File: config.mk
export PLATFORM = sky130hd
export DESIGN_NAME = rca_wb_drain
export DESIGN_NICKNAME = d
export VERILOG_FILES = /design/src/rtl/rca_wb_drain_pkg.sv /design/src/rtl/rca_wb_prio_enc.sv /design/src/rtl/rca_wb_drain.sv
export SDC_FILE = /design/constraint.sdc
export NUM_CORES = 1
export LEC_CHECK = 0
export CAP_MARGIN = 20
export CORE_AREA = 2 2 201 154
export DETAILED_ROUTE_END_ITERATION = 12
export DIE_AREA = 0 0 203 156
export GPL_TIMING_DRIVEN = 0
export SYNTH_ARGS = -nofsm -noshare
export SYNTH_HDL_FRONTEND = slang
export SYNTH_SLANG_ARGS = --single-unit
File: constraint.sdc
create_clock -name clk -period 6.3 [get_ports clk]
set_input_delay 1.26 -clock clk [delete_from_list [all_inputs] [get_ports clk]]
set_output_delay 1.26 -clock clk [all_outputs]
set_load 0.02 [all_outputs]
File: src/rtl/rca_wb_drain_pkg.sv
// rca_wb_drain_pkg: shared RCA writeback constants, drain FSM states and result bundle type
package rca_wb_drain_pkg;
  localparam int NUM_WRITE_PORTS = 5;
  localparam int XLEN = 32;
  localparam int ID_W = 3;
  localparam int RADDR_W = 5;
  typedef enum logic [1:0] {IDLE, DRAIN, DONE} rca_wb_drain_state_t;
  typedef struct packed {
    logic [ID_W-1:0] id;
    logic [NUM_WRITE_PORTS-1:0][XLEN-1:0] rd;
    logic [NUM_WRITE_PORTS-1:0][RADDR_W-1:0] addr;
    logic [NUM_WRITE_PORTS-1:0] en;
  } rca_wb_bundle_t;
endpackage

File: src/rtl/rca_wb_prio_enc.sv
// rca_wb_prio_enc: lowest-set-bit priority encoder
// Ports: req (request vector), idx (lowest set index, 0 when none), any (some bit set)
module rca_wb_prio_enc #(
  parameter int W = 5,
  parameter int IW = (W > 1) ? $clog2(W) : 1
) (
  input  logic [W-1:0]  req,
  output logic [IW-1:0] idx,
  output logic          any
);
  always_comb begin
    idx = '0;
    for (int i = W - 1; i >= 0; i--)
      if (req[i]) idx = IW'(i);
    any = |req;
  end
endmodule

File: src/rtl/rca_wb_drain.sv
// rca_wb_drain: serialises an RCA result bundle onto the single register-file write port
// Ports: clk/rst (async active-low); in_* bundle handshake; flush discards held bundle;
//        rf_stall/rf_we/rf_waddr/rf_wdata register-file port; done_valid/done_id completion; busy
module rca_wb_drain
  import rca_wb_drain_pkg::*;
#(
  parameter int NUM_WRITE_PORTS = rca_wb_drain_pkg::NUM_WRITE_PORTS,
  parameter int XLEN = rca_wb_drain_pkg::XLEN,
  parameter int ID_W = rca_wb_drain_pkg::ID_W,
  parameter int RADDR_W = rca_wb_drain_pkg::RADDR_W
) (
  input  logic                               clk,
  input  logic                               rst,
  input  logic                               in_valid,
  output logic                               in_ready,
  input  logic [ID_W-1:0]                    in_id,
  input  logic [NUM_WRITE_PORTS*XLEN-1:0]    in_rd,
  input  logic [NUM_WRITE_PORTS*RADDR_W-1:0] in_dest_addr,
  input  logic [NUM_WRITE_PORTS-1:0]         in_dest_en,
  input  logic                               flush,
  input  logic                               rf_stall,
  output logic                               rf_we,
  output logic [RADDR_W-1:0]                 rf_waddr,
  output logic [XLEN-1:0]                    rf_wdata,
  output logic                               done_valid,
  output logic [ID_W-1:0]                    done_id,
  output logic                               busy
);
  localparam int IW = (NUM_WRITE_PORTS > 1) ? $clog2(NUM_WRITE_PORTS) : 1;
  rca_wb_drain_state_t state, state_n;
  logic [NUM_WRITE_PORTS-1:0] mask, mask_n, cap_mask, rest;
  logic [ID_W-1:0] id_q;
  logic [NUM_WRITE_PORTS-1:0][XLEN-1:0] rd_q;
  logic [NUM_WRITE_PORTS-1:0][RADDR_W-1:0] addr_q;
  logic [IW-1:0] sel;
  logic any;
  logic capture;

  rca_wb_prio_enc #(.W(NUM_WRITE_PORTS), .IW(IW)) u_enc (.req(mask), .idx(sel), .any(any));

  // Writes to x0 are architecturally discarded, so they never enter the mask.
  always_comb begin
    cap_mask = '0;
    for (int i = 0; i < NUM_WRITE_PORTS; i++)
      cap_mask[i] = in_dest_en[i] && (in_dest_addr[i*RADDR_W +: RADDR_W] != '0);
  end

  assign capture = (state == IDLE) && in_valid && !flush;
  assign rest = mask & ~(NUM_WRITE_PORTS'(1) << sel);

  always_comb begin
    state_n = state;
    mask_n = mask;
    if (flush) begin
      state_n = IDLE;
      mask_n = '0;
    end else if (state == IDLE) begin
      if (in_valid) begin
        state_n = (cap_mask != '0) ? DRAIN : DONE;
        mask_n = cap_mask;
      end
    end else if (state == DRAIN) begin
      if (!rf_stall) begin
        mask_n = rest;
        state_n = (rest == '0) ? DONE : DRAIN;
      end
    end else begin
      state_n = IDLE;
      mask_n = '0;
    end
  end

  always_ff @(posedge clk or negedge rst) begin
    if (!rst) begin
      state <= IDLE;
      mask <= '0;
      id_q <= '0;
    end else begin
      state <= state_n;
      mask <= mask_n;
      if (capture) id_q <= in_id;
    end
  end

  always_ff @(posedge clk) begin
    if (capture) begin
      rd_q <= in_rd;
      addr_q <= in_dest_addr;
    end
  end

  assign in_ready = (state == IDLE);
  assign busy = (state != IDLE);
  assign rf_we = (state == DRAIN) && any;
  assign rf_waddr = rf_we ? addr_q[sel] : '0;
  assign rf_wdata = rf_we ? rd_q[sel] : '0;
  assign done_valid = (state == DONE);
  assign done_id = done_valid ? id_q : '0;
endmodule

==> results of run 1 <==
metrics by stage:
step                      instances  setup slack [ps]  hold WS, ps  utilization
final                          1152              1810          472        0.378
after CTS                      1151              1600          474        0.377
after global routing           1152              1530          488        0.378
after floorplan                 478               164          437            -
after global placement         1118             -2190          453        0.356
after detailed placement       1119              2110          455        0.357
cell families after synthesis:
group	after synthesis	synth area share
AND/OR/NAND/NOR	81	0.0506
multiplexers	37	0.0485
flip-flops	195	0.760
buffers and inverters	33	0.0285
AO/OA/AOI/OAI	131	0.111
adder cells (fa/ha/maj)	1	0.00131
power groups by stage:
stage                     registers, W  logic, W  clock network [W]
after global routing           0.00153  0.000508            0.00122
final                          0.00152  0.000468            0.00112
after floorplan                0.00156  0.000225                  0
after detailed placement       0.00155  0.000475                  0
after CTS                      0.00152  0.000477            0.00117
after global placement         0.00157  0.000469                  0
worst max-delay path: stages, from the launching register on:
cell	delay [ps]
dfrtp_1	320
buf_2	200
nor2_1	90
nand2_2	250
clkbuf_1	620
o22ai_1	210
a211o_1	310
a21oi_1	170
clkdlybuf4s50_1	630
routing by layer:
metal	global-route usage	vias up	share of wire
li1	-	2407	-
met1	0.186	2434	0.45
met2	0.223	177	0.46
met3	0.0499	13	0.077
met4	0.0396	0	0.0094
met5	0	-	0
flip-flops by register name (all words and copies together), names as in the netlist:
name    cells
addr_q     25
id_q        3
mask        5
rd_q      160
state       2
Yosys cell counts (2+ instances only):
master and count:
a211o_1 37, a21oi_1 38, and2_1 4, buf_12 3, buf_2 9, buf_4 4, buf_6 2, clkbuf_1 9
dfrtp_1 10, edfxtp_1 185, inv_1 5, mux2i_1 37, nand2_1 50, nand2b_1 3, nand3_1 3, nor2_1 3
nor2b_1 2, nor3_1 2, o21ai_0 12, o21ai_1 3, o22ai_1 38, or3_1 2, or4_1 5
final timing paths:
kind / startpoint / end / slack [ps] / cells past startpoint
worst max register to register: state[0] / rd_q[31] / 3550 / 5
worst min register to register: id_q[1] / id_q[1] / 470 / 2
worst max-delay path: mask[0] / rf_wdata[24] / 1810 / 8
worst min-delay path: id_q[1] / id_q[1] / 470 / 2
max in group asynchronous: rst / mask[4] / 4810 / 1
min in group asynchronous: rst / id_q[2] / 1150 / 1
area by class of cell:
type | instances | area, sq um
buffer | 28 | 199
clock buffer | 17 | 425
clock inverter | 15 | 181
fill | 2795 | 18500
inverter | 5 | 26.3
multi-input combinational | 250 | 1620
sequential | 195 | 5810
tap | 399 | 499
timing repair buffer | 243 | 2450
==> summary.txt, run 1 <==
Timing
  • Worst Tran Pin Value: between 700 and 800 ps
  • RSZ-0062 raised after global routing: no
  • Final Max Tran Viols: 0
  • Final hold violation count: 0
  • Slew HR: 0.491
  • Period utilization: 0.712
  • Final setup vio count: 0
  • Fin crit period: between 4000 and 5000 ps
  • Final clock skew: around 9.8 ps
  • FMAX: roughly 0.22 GHz
  • Setup TNS: 0 ps

Power
  • Gate power share: 0.150
  • Sw power: 0.000795 W
  • Pwr Total: roughly 0.0031 W
  • Sw Share: 0.255
  • Power density over the cells: 278 nW/um^2
  • Internal power: between 0.002 and 0.0025 W
  • Leak: 3.84 nW
  • Seq pwr share: 0.488
  • Clock network power share: 0.361
  • Worst vdd ir: ~0.15 mV

Logic synthesis
  • Avg Inst Size Synth: around 16 sq um
  • Netlist cell types: 35
  • Synth top area share: 0.727
  • Post-Syn Area: 7640 sq um
  • Synth area leader: edfxtp_1
  • Synth warn: 0
  • Syn Nets: 676
  • Cells after synthesis: roughly 480
  • #FFs+latches synth: between 150 and 200
  • EDFF count, synth: ~190
  • Synth area leaders: edfxtp_1 (73%), mux2i_1 (4.8%), a211o_1 (4.2%)
  • Async set-reset flop share out of synthesis: 0.0513
  • Seq/Total Area, Yosys: 0.760
  • Primary FF master, synth: edfxtp_1

Flow run
  • Max Cap Viol: 0

Place
  • Post-DP Area: 10600 sq um
  • Post-detail-place hpwl: roughly 16000 um
  • PortBufs: ~240
  • Placer Congestion: around 0.8

Global routing
  • Vias in the first global route: approximately 5200
  • Initial antenna violation count: 1
  • Total gr overflow: 0
  • First-pass GRT wire length: between 30000 and 40000 um
  • GRT Util Overall: 0.142
  • Largest net degree at the start of global routing: approximately 120

Floorplanning
  • Starting Density: 0.258
  • CORE AREA: about 30000 sq um
  • I/O Pins: 242
  • Die height: ~160 um
  • Chip width: 203 um
  • Standard-cell rows: 55
  • DIE AREA: 31700 sq um

Detailed routing
  • TritonRoute pass-1 iters: 7
  • Final wirelength: approximately 22000 um
  • DR vias: 5031
  • Iter 0 DRT Violations: between 200 and 250
  • Post-route antenna net violation count: 0
  • Routed len/inst: a little under 20 um
  • Drt drc: 0
  • Via density: 4.37

Worst setup path
  • CP startpoint kind: register
  • Crit-path max FO: 10
  • Worst EP arrival: around 3200 ps
  • Worst setup path class: register to output pin
  • Critical Path RT: around 5000 ps
  • Crit end category: output pin

Clock tree
  • H-tree depth: 4
  • CTS root buf: clkbuf_16
  • Worst skew pair latency: between 400 and 500 ps
  • Setup Fix Bufs, Post-CTS: 0
  • TritonCTS buffer count: 17
  • Cts-stage hold buffer count: 0
  • CTS tree: yes
  • Worst-case clock buffer depth: 2
  • PostCTS Resize Cnt: 0
  • Clock Sinks: approximately 200
  • Clock-pin slew on the worst setup and hold paths: 70 ps

Cells and area
  • Commonest non-fill, non-tap cells in the layout: clkdlybuf4s50_1 (241), edfxtp_1 (185), nand2_1 (50), o22ai_1 (38), a21oi_1 (38)
  • Area grow syn2layout: 46.6%
  • Commonest non-fill, non-tap cell in the layout: clkdlybuf4s50_1
  • Layout Nets: 938
  • # diodes: 0
  • Design area: approximately 11000 sq um
  • Layout cells sized above 1: 0.0784

Worst hold path
  • Worst hold path type: register to register

Outcome
  • Status: finished, final reports clean
(Power assumes the default switching activity.)
==> run 2: changes to the inputs <==
- clock period: 6.3 -> 4.3 ns (I/O delays scaled with it)
==> summary.txt, run 2 (synthesized netlist as in run 1, its figures left out) <==
Outcome
  • Status: finished, final reports clean

Cells and area
  • Commonest non-fill, non-tap cells in the layout: clkdlybuf4s50_1 (241), edfxtp_1 (185), nand2_1 (50), o22ai_1 (38), a21oi_1 (38)
  • Multi-input logic area: 1630 sq um (+0.46%)
  • Layout cells sized above 1: 0.0836 (+0.00520)
  • Layout Nets: 940 (+0.21%)
  • Biggest regs: rd_q: 160 flops, addr_q: 25 flops, mask: 5 flops
  • Area grow syn2layout: 47.0%
  • Commonest non-fill, non-tap cell in the layout: clkdlybuf4s50_1
  • Design area: 11200 sq um (+0.22%)
  • Fillcell total: 2803 (+0.29%)
  • Register area: 5810 sq um (unchanged)
  • Largest register by flop count: rd_q
  • Largest register FFs: 160 (unchanged)
  • Post-route insts no fill: 1155 (+0.26%)

Power
  • Sw Share: 0.249 (-0.00695)
  • Sw power: 0.00112 W (+40%)
  • Seq pwr share: 0.496 (+0.008)
  • Internal power: 0.00338 W (+46%)
  • Worst vdd ir: 0.239 mV (+63%)
  • Gate power share: 0.155 (+0.005)
  • Power density over the cells: 400 nW/um^2 (+44%)
  • Leak: 3.85 nW (+0.21%)
  • Clock network power share: 0.349 (-0.012)

Clock tree
  • Setup Fix Bufs, Post-CTS: 0 (unchanged)
  • H-tree depth: 4 (unchanged)
  • Clock-pin slew on the worst setup and hold paths: 70 ps (about the same)
  • TritonCTS buffer count: 17 (unchanged)
  • CTS root buf: clkbuf_16
  • Worst-case clock buffer depth: 2 (unchanged)
  • Worst skew pair latency: 450 ps (about the same)
  • CTS tree: yes
  • Clock Sinks: 195 (unchanged)
  • PostCTS Resize Cnt: 0 (unchanged)
  • Cts-stage hold buffer count: 0 (unchanged)

Detailed routing
  • Via density: 4.41 (+0.99%)
  • Final wirelength: 22800 um (+2.0%)
  • TritonRoute pass-1 iters: 4 (-3)
  • Post-route antenna net violation count: 0 (unchanged)
  • Drt drc: 0 (unchanged)
  • Iter 0 DRT Violations: 254 (+4.5%)
  • DR vias: 5094 (+1.3%)
  • Routed len/inst: 19.7 um (+1.7%)

Worst setup path
  • Critical path's slowest cell: o21ai_1
  • Critical Path RT: 3440 ps (-1600 ps)
  • Critical Path Max Stage Delay: 820 ps (+190 ps)
  • Worst setup path class: register to output pin
  • CP startpoint kind: register
  • Crit end category: output pin
  • Worst EP arrival: 3220 ps (about the same)
  • CP Cell Sequence: o21ai_1, clkbuf_1, a211o_1, a21oi_1, clkdlybuf4s50_1
  • Crit-path max FO: 10 (unchanged)

Global routing
  • GR peak layer: met2
  • Largest net degree at the start of global routing: 46 (-62%)
  • Total gr overflow: 0 (unchanged)
  • First-pass GRT wire length: 33100 um (+2.2%)
  • Met3 Use GR: 0.0539 (+0.00397)
  • Met2 GRT Util: 0.230 (+0.00636)
  • Vias in the first global route: 5447 (+3.8%)
  • Initial antenna violation count: 1 (unchanged)
  • GRT Util Overall: 0.146 (+0.00437)
  • GR Util met1: 0.191 (+0.00530)

Timing
  • Period utilization: 0.948
  • Setup ws final: 223 ps (-1590 ps)
  • Fin crit period: ~4100 ps
  • Setup TNS: 0 ps (unchanged)
  • RSZ-0062 raised after global routing: no
  • Final clock skew: 8.72 ps (-1.12 ps)
  • Worst Tran Pin Value: 1010 ps (+247 ps)
  • Final Max Tran Viols: 0 (unchanged)
  • Final hold violation count: 0 (unchanged)
  • Worst hold margin: 467 ps (-4.19 ps)
  • Final setup vio count: 0 (unchanged)
  • FMAX: 0.245 GHz
  • Slew HR: 0.322 (-0.169)

Floorplanning
  • Standard-cell rows: 55 (unchanged)
  • I/O Pins: 242 (unchanged)
  • Starting Density: 0.258 (unchanged)
  • Die height: 156 um (unchanged)
  • DIE AREA: 31700 sq um (unchanged)
  • CORE AREA: 29700 sq um (unchanged)
  • Chip width: 203 um (unchanged)

Place
  • Post-DP Area: 10700 sq um (+0.63%)
  • Pre-CTS setup slack: 581 ps (-1520 ps)
  • Placer Congestion: 0.779 (-2.4%)
  • Post-detail-place hpwl: 16300 um (+3.9%)
  • Number of cells after detailed placement: 1122 (+0.27%)
  • PortBufs: 241 (unchanged)

Worst hold path
  • Worst hold path type: register to register

Flow run
  • Max Cap Viol: 0 (unchanged)
-- run 2: cell type report --
cell class | instances | area share
Clock buffer | 17 | 0.0379
Buffer | 28 | 0.0188
Multi-Input combinational cell | 250 | 0.145
Timing Repair Buffer | 245 | 0.222
Tap cell | 399 | 0.0444
Sequential cell | 195 | 0.517
Inverter | 5 | 0.00201
Antenna cell | 2 | 0.000446
Clock inverter | 14 | 0.0128
-- run 2: power groups by stage --
| stage | clock network (W) | logic (W) | registers, W |
|---|---|---|---|
| CTS | 0.00164 | 0.000714 | 0.00223 |
| floorplan | 0 | 0.000332 | 0.00227 |
| detailed placement | 0 | 0.000712 | 0.00227 |
| global route | 0.00171 | 0.000755 | 0.00224 |
| finish | 0.00157 | 0.000698 | 0.00223 |
| global placement | 0 | 0.000692 | 0.00229 |
-- run 2: stage by stage --
stage               utilization  total power (W)
floorplan                     -          0.00261
global placement          0.357          0.00298
detailed placement        0.359          0.00298
CTS                       0.378          0.00458
global route              0.379          0.00470
finish                    0.379          0.00450
-- run 2: path summary, 6_finish.rpt --
path	startpoint	end	slack, ps	cells after the start
setup reg to reg	state[0]	rd_q[97]	1770	6
setup / recovery	mask[2]	rf_wdata[7]	220	5
hold reg to reg	id_q[1]	id_q[1]	470	2
hold / removal	id_q[1]	id_q[1]	470	2
min in group asynchronous	rst	id_q[2]	750	1
max in group asynchronous	rst	mask[3]	3210	1
-- run 2: routing by layer --
metal,part of all wire,vias up,wire (um)
li1,-,2420,-
met2,0.47,167,10600
met5,0,-,0
met4,0.0090,0,206
met3,0.076,11,1740
met1,0.45,2496,10200
-- run 2: worst max-delay path: cells and delay by family (launching register included) --
| family | cells | cell delay [ps] |
|---|---|---|
| flip-flops | 1 | 460 |
| AO/OA/AOI/OAI | 3 | 1130 |
| buffers and inverters | 2 | 1170 |
==> run 3: changes to the inputs <==
- SETUP_SLACK_MARGIN: not set -> 0.4
==> summary.txt, run 3 (synthesized netlist as in run 1, its figures left out) <==
Global routing
  • First-pass GRT wire length: 33400 um (+0.90%)
  • Largest net degree at the start of global routing: 45 (-2.2%)
  • Initial antenna violation count: 2 (+1)
  • GRT Util Overall: 0.145 (-0.00121)
  • Total gr overflow: 0 (unchanged)
  • Vias in the first global route: 5419 (-0.51%)

Floorplanning
  • I/O Pins: 242 (unchanged)
  • Die height: 156 um (unchanged)
  • CORE AREA: 29700 sq um (unchanged)
  • Starting Density: 0.258 (unchanged)
  • Chip width: 203 um (unchanged)
  • Standard-cell rows: 55 (unchanged)
  • DIE AREA: 31700 sq um (unchanged)

Detailed routing
  • Iter 0 DRT Violations: 331 (+30%)
  • Post-route antenna net violation count: 0 (unchanged)
  • Final wirelength: 22800 um (+0.14%)
  • Routed len/inst: 19.7 um (+0.14%)
  • Via density: 4.42 (+0.18%)
  • TritonRoute pass-1 iters: 5 (+1)
  • Drt drc: 0 (unchanged)
  • DR vias: 5103 (+0.18%)

Worst setup path
  • Worst EP arrival: 2900 ps (-320 ps)
  • Critical Path RT: 3440 ps (about the same)
  • Crit-path max FO: 10 (unchanged)
  • CP startpoint kind: register
  • Crit end category: output pin
  • Worst setup path class: register to output pin

Clock tree
  • Cts-stage hold buffer count: 0 (unchanged)
  • CTS tree: yes
  • H-tree depth: 4 (unchanged)
  • Clock-pin slew on the worst setup and hold paths: 80 ps (about the same)
  • Worst skew pair latency: 440 ps (about the same)
  • TritonCTS buffer count: 17 (unchanged)
  • Worst-case clock buffer depth: 2 (unchanged)
  • CTS root buf: clkbuf_16
  • Clock Sinks: 195 (unchanged)

Cells and area
  • Area grow syn2layout: 48.4%
  • Largest register by flop count: rd_q
  • Commonest non-fill, non-tap cells in the layout: clkdlybuf4s50_1 (226), edfxtp_1 (185), nand2_1 (50), o22ai_1 (38), a21oi_1 (38)
  • Largest register FFs: 160 (unchanged)
  • Design area: 11300 sq um (+0.97%)
  • Layout cells sized above 1: 0.0967 (+0.0131)
  • Biggest regs: rd_q: 160 flops, addr_q: 25 flops, mask: 5 flops
  • Commonest non-fill, non-tap cell in the layout: clkdlybuf4s50_1
  • Fillcell total: 2804 (+0.036%)
  • Layout Nets: 940 (unchanged)

Place
  • PortBufs: 241 (unchanged)
  • Placer Congestion: 0.768 (-1.4%)
  • Post-detail-place hpwl: 16200 um (-0.52%)
  • Post-DP Area: 10700 sq um (unchanged)

Timing
  • Worst hold margin: 475 ps (+7.94 ps)
  • Slew HR: 0.501 (+0.179)
  • Period utilization: 0.876 (-0.0725)
  • Final setup vio count: 0 (unchanged)
  • Final clock skew: 10.5 ps (+1.78 ps)
  • Final Max Tran Viols: 0 (unchanged)
  • FMAX: 0.266 GHz (+8.3%)
  • Worst Tran Pin Value: 747 ps (-264 ps)
  • RSZ-0062 raised after global routing: yes
  • Fin crit period: 3760 ps (-312 ps)
  • Final hold violation count: 0 (unchanged)

Power
  • Power density over the cells: 405 nW/um^2 (+1.1%)
  • Leak: 4.15 nW (+8.0%)
  • Worst vdd ir: 0.233 mV (-2.4%)
  • Pwr Total: 0.00459 W (+2.1%)

Flow run
  • Max Cap Viol: 0 (unchanged)

Worst hold path
  • Worst hold path type: register to register

Outcome
  • Status: finished, final reports clean
[run 3: cell types whose count changed in the layout (fill, tap and decap cells not counted), moves of 2 or more]
cell             previous run  this run
clkbuf_4                    1         6
clkbuf_1                    6         0
clkbuf_2                    2         5
clkdlybuf4s50_1           241       226
buf_4                       4         6
inv_8                       4         2
clkinv_8                    0         4
dlymetal6s2s_1              0        15
buf_2                       9         5
[run 3: layout make-up]
type | count | area [sq um] | area share
Tap cell | 399 | 499 | 0.0440
Clock buffer | 17 | 425 | 0.0375
Clock inverter | 15 | 188 | 0.0165
Antenna cell | 1 | 2.50 | 0.000221
Timing Repair Buffer | 245 | 2530 | 0.223
Multi-Input combinational cell | 250 | 1630 | 0.144
Sequential cell | 195 | 5810 | 0.512
Buffer | 28 | 236 | 0.0209
Inverter | 5 | 22.5 | 0.00199
[run 3: routing by layer]
| layer | vias to the layer above | wire [um] | global-route usage |
|---|---|---|---|
| met5 | - | 9 | 0 |
| met4 | 2 | 161 | 0.0330 |
| met3 | 14 | 1630 | 0.0482 |
| met2 | 171 | 10700 | 0.234 |
| met1 | 2493 | 10300 | 0.190 |
| li1 | 2423 | - | - |
[run 3: path summary, 6_finish.rpt]
check | start | endpoint | slack [ps] | cells past startpoint
max reg2reg | state[0] | rd_q[159] | 1380 | 7
max in group asynchronous | rst | mask[2] | 3170 | 1
max | mask[3] | rf_waddr[0] | 540 | 7
min in group asynchronous | rst | id_q[2] | 760 | 1
min | id_q[1] | id_q[1] | 480 | 2
min reg2reg | id_q[1] | id_q[1] | 480 | 2
[run 3: per-stage QoR]
stage | setup TNS, ps | setup WS (ps) | cells | utilization
6_report | 0 | 535 | 1155 | 0.382
5_1_grt | 0 | 398 | 1155 | 0.382
4_1_cts | 0 | 410 | 1154 | 0.380
3_5_place_dp | 0 | 507 | 1122 | 0.359
3_3_place_gp | -362470 | -1960 | 1118 | 0.357
2_1_floorplan | -7660 | -41.4 | 478 | -
[run 3: what timing repair did]
action	in CTS	in global routing
setup buffers	0	0
gates cloned	0	0
setup endpoints to repair	30	34
resized for setup	7	32
pin swaps	0	0
[run 3: worst max-delay path, stage by stage, from the launching register on]
cell and delay [ps]:
dfrtp_1 470, or4_4 580, nor2_4 120, buf_6 180
buf_4 230, nand2_1 80, a21oi_1 150, clkdlybuf4s50_1 660
[run 3: power by group]
group / internal [W] / leakage [nW] / switching, W
Clock: 0.000840 / 0.298 / 0.000820
Combinational: 0.000367 / 2.01 / 0.000333
Sequential: 0.00220 / 1.85 / 0.0000320
Total: 0.00340 / 4.15 / 0.00119
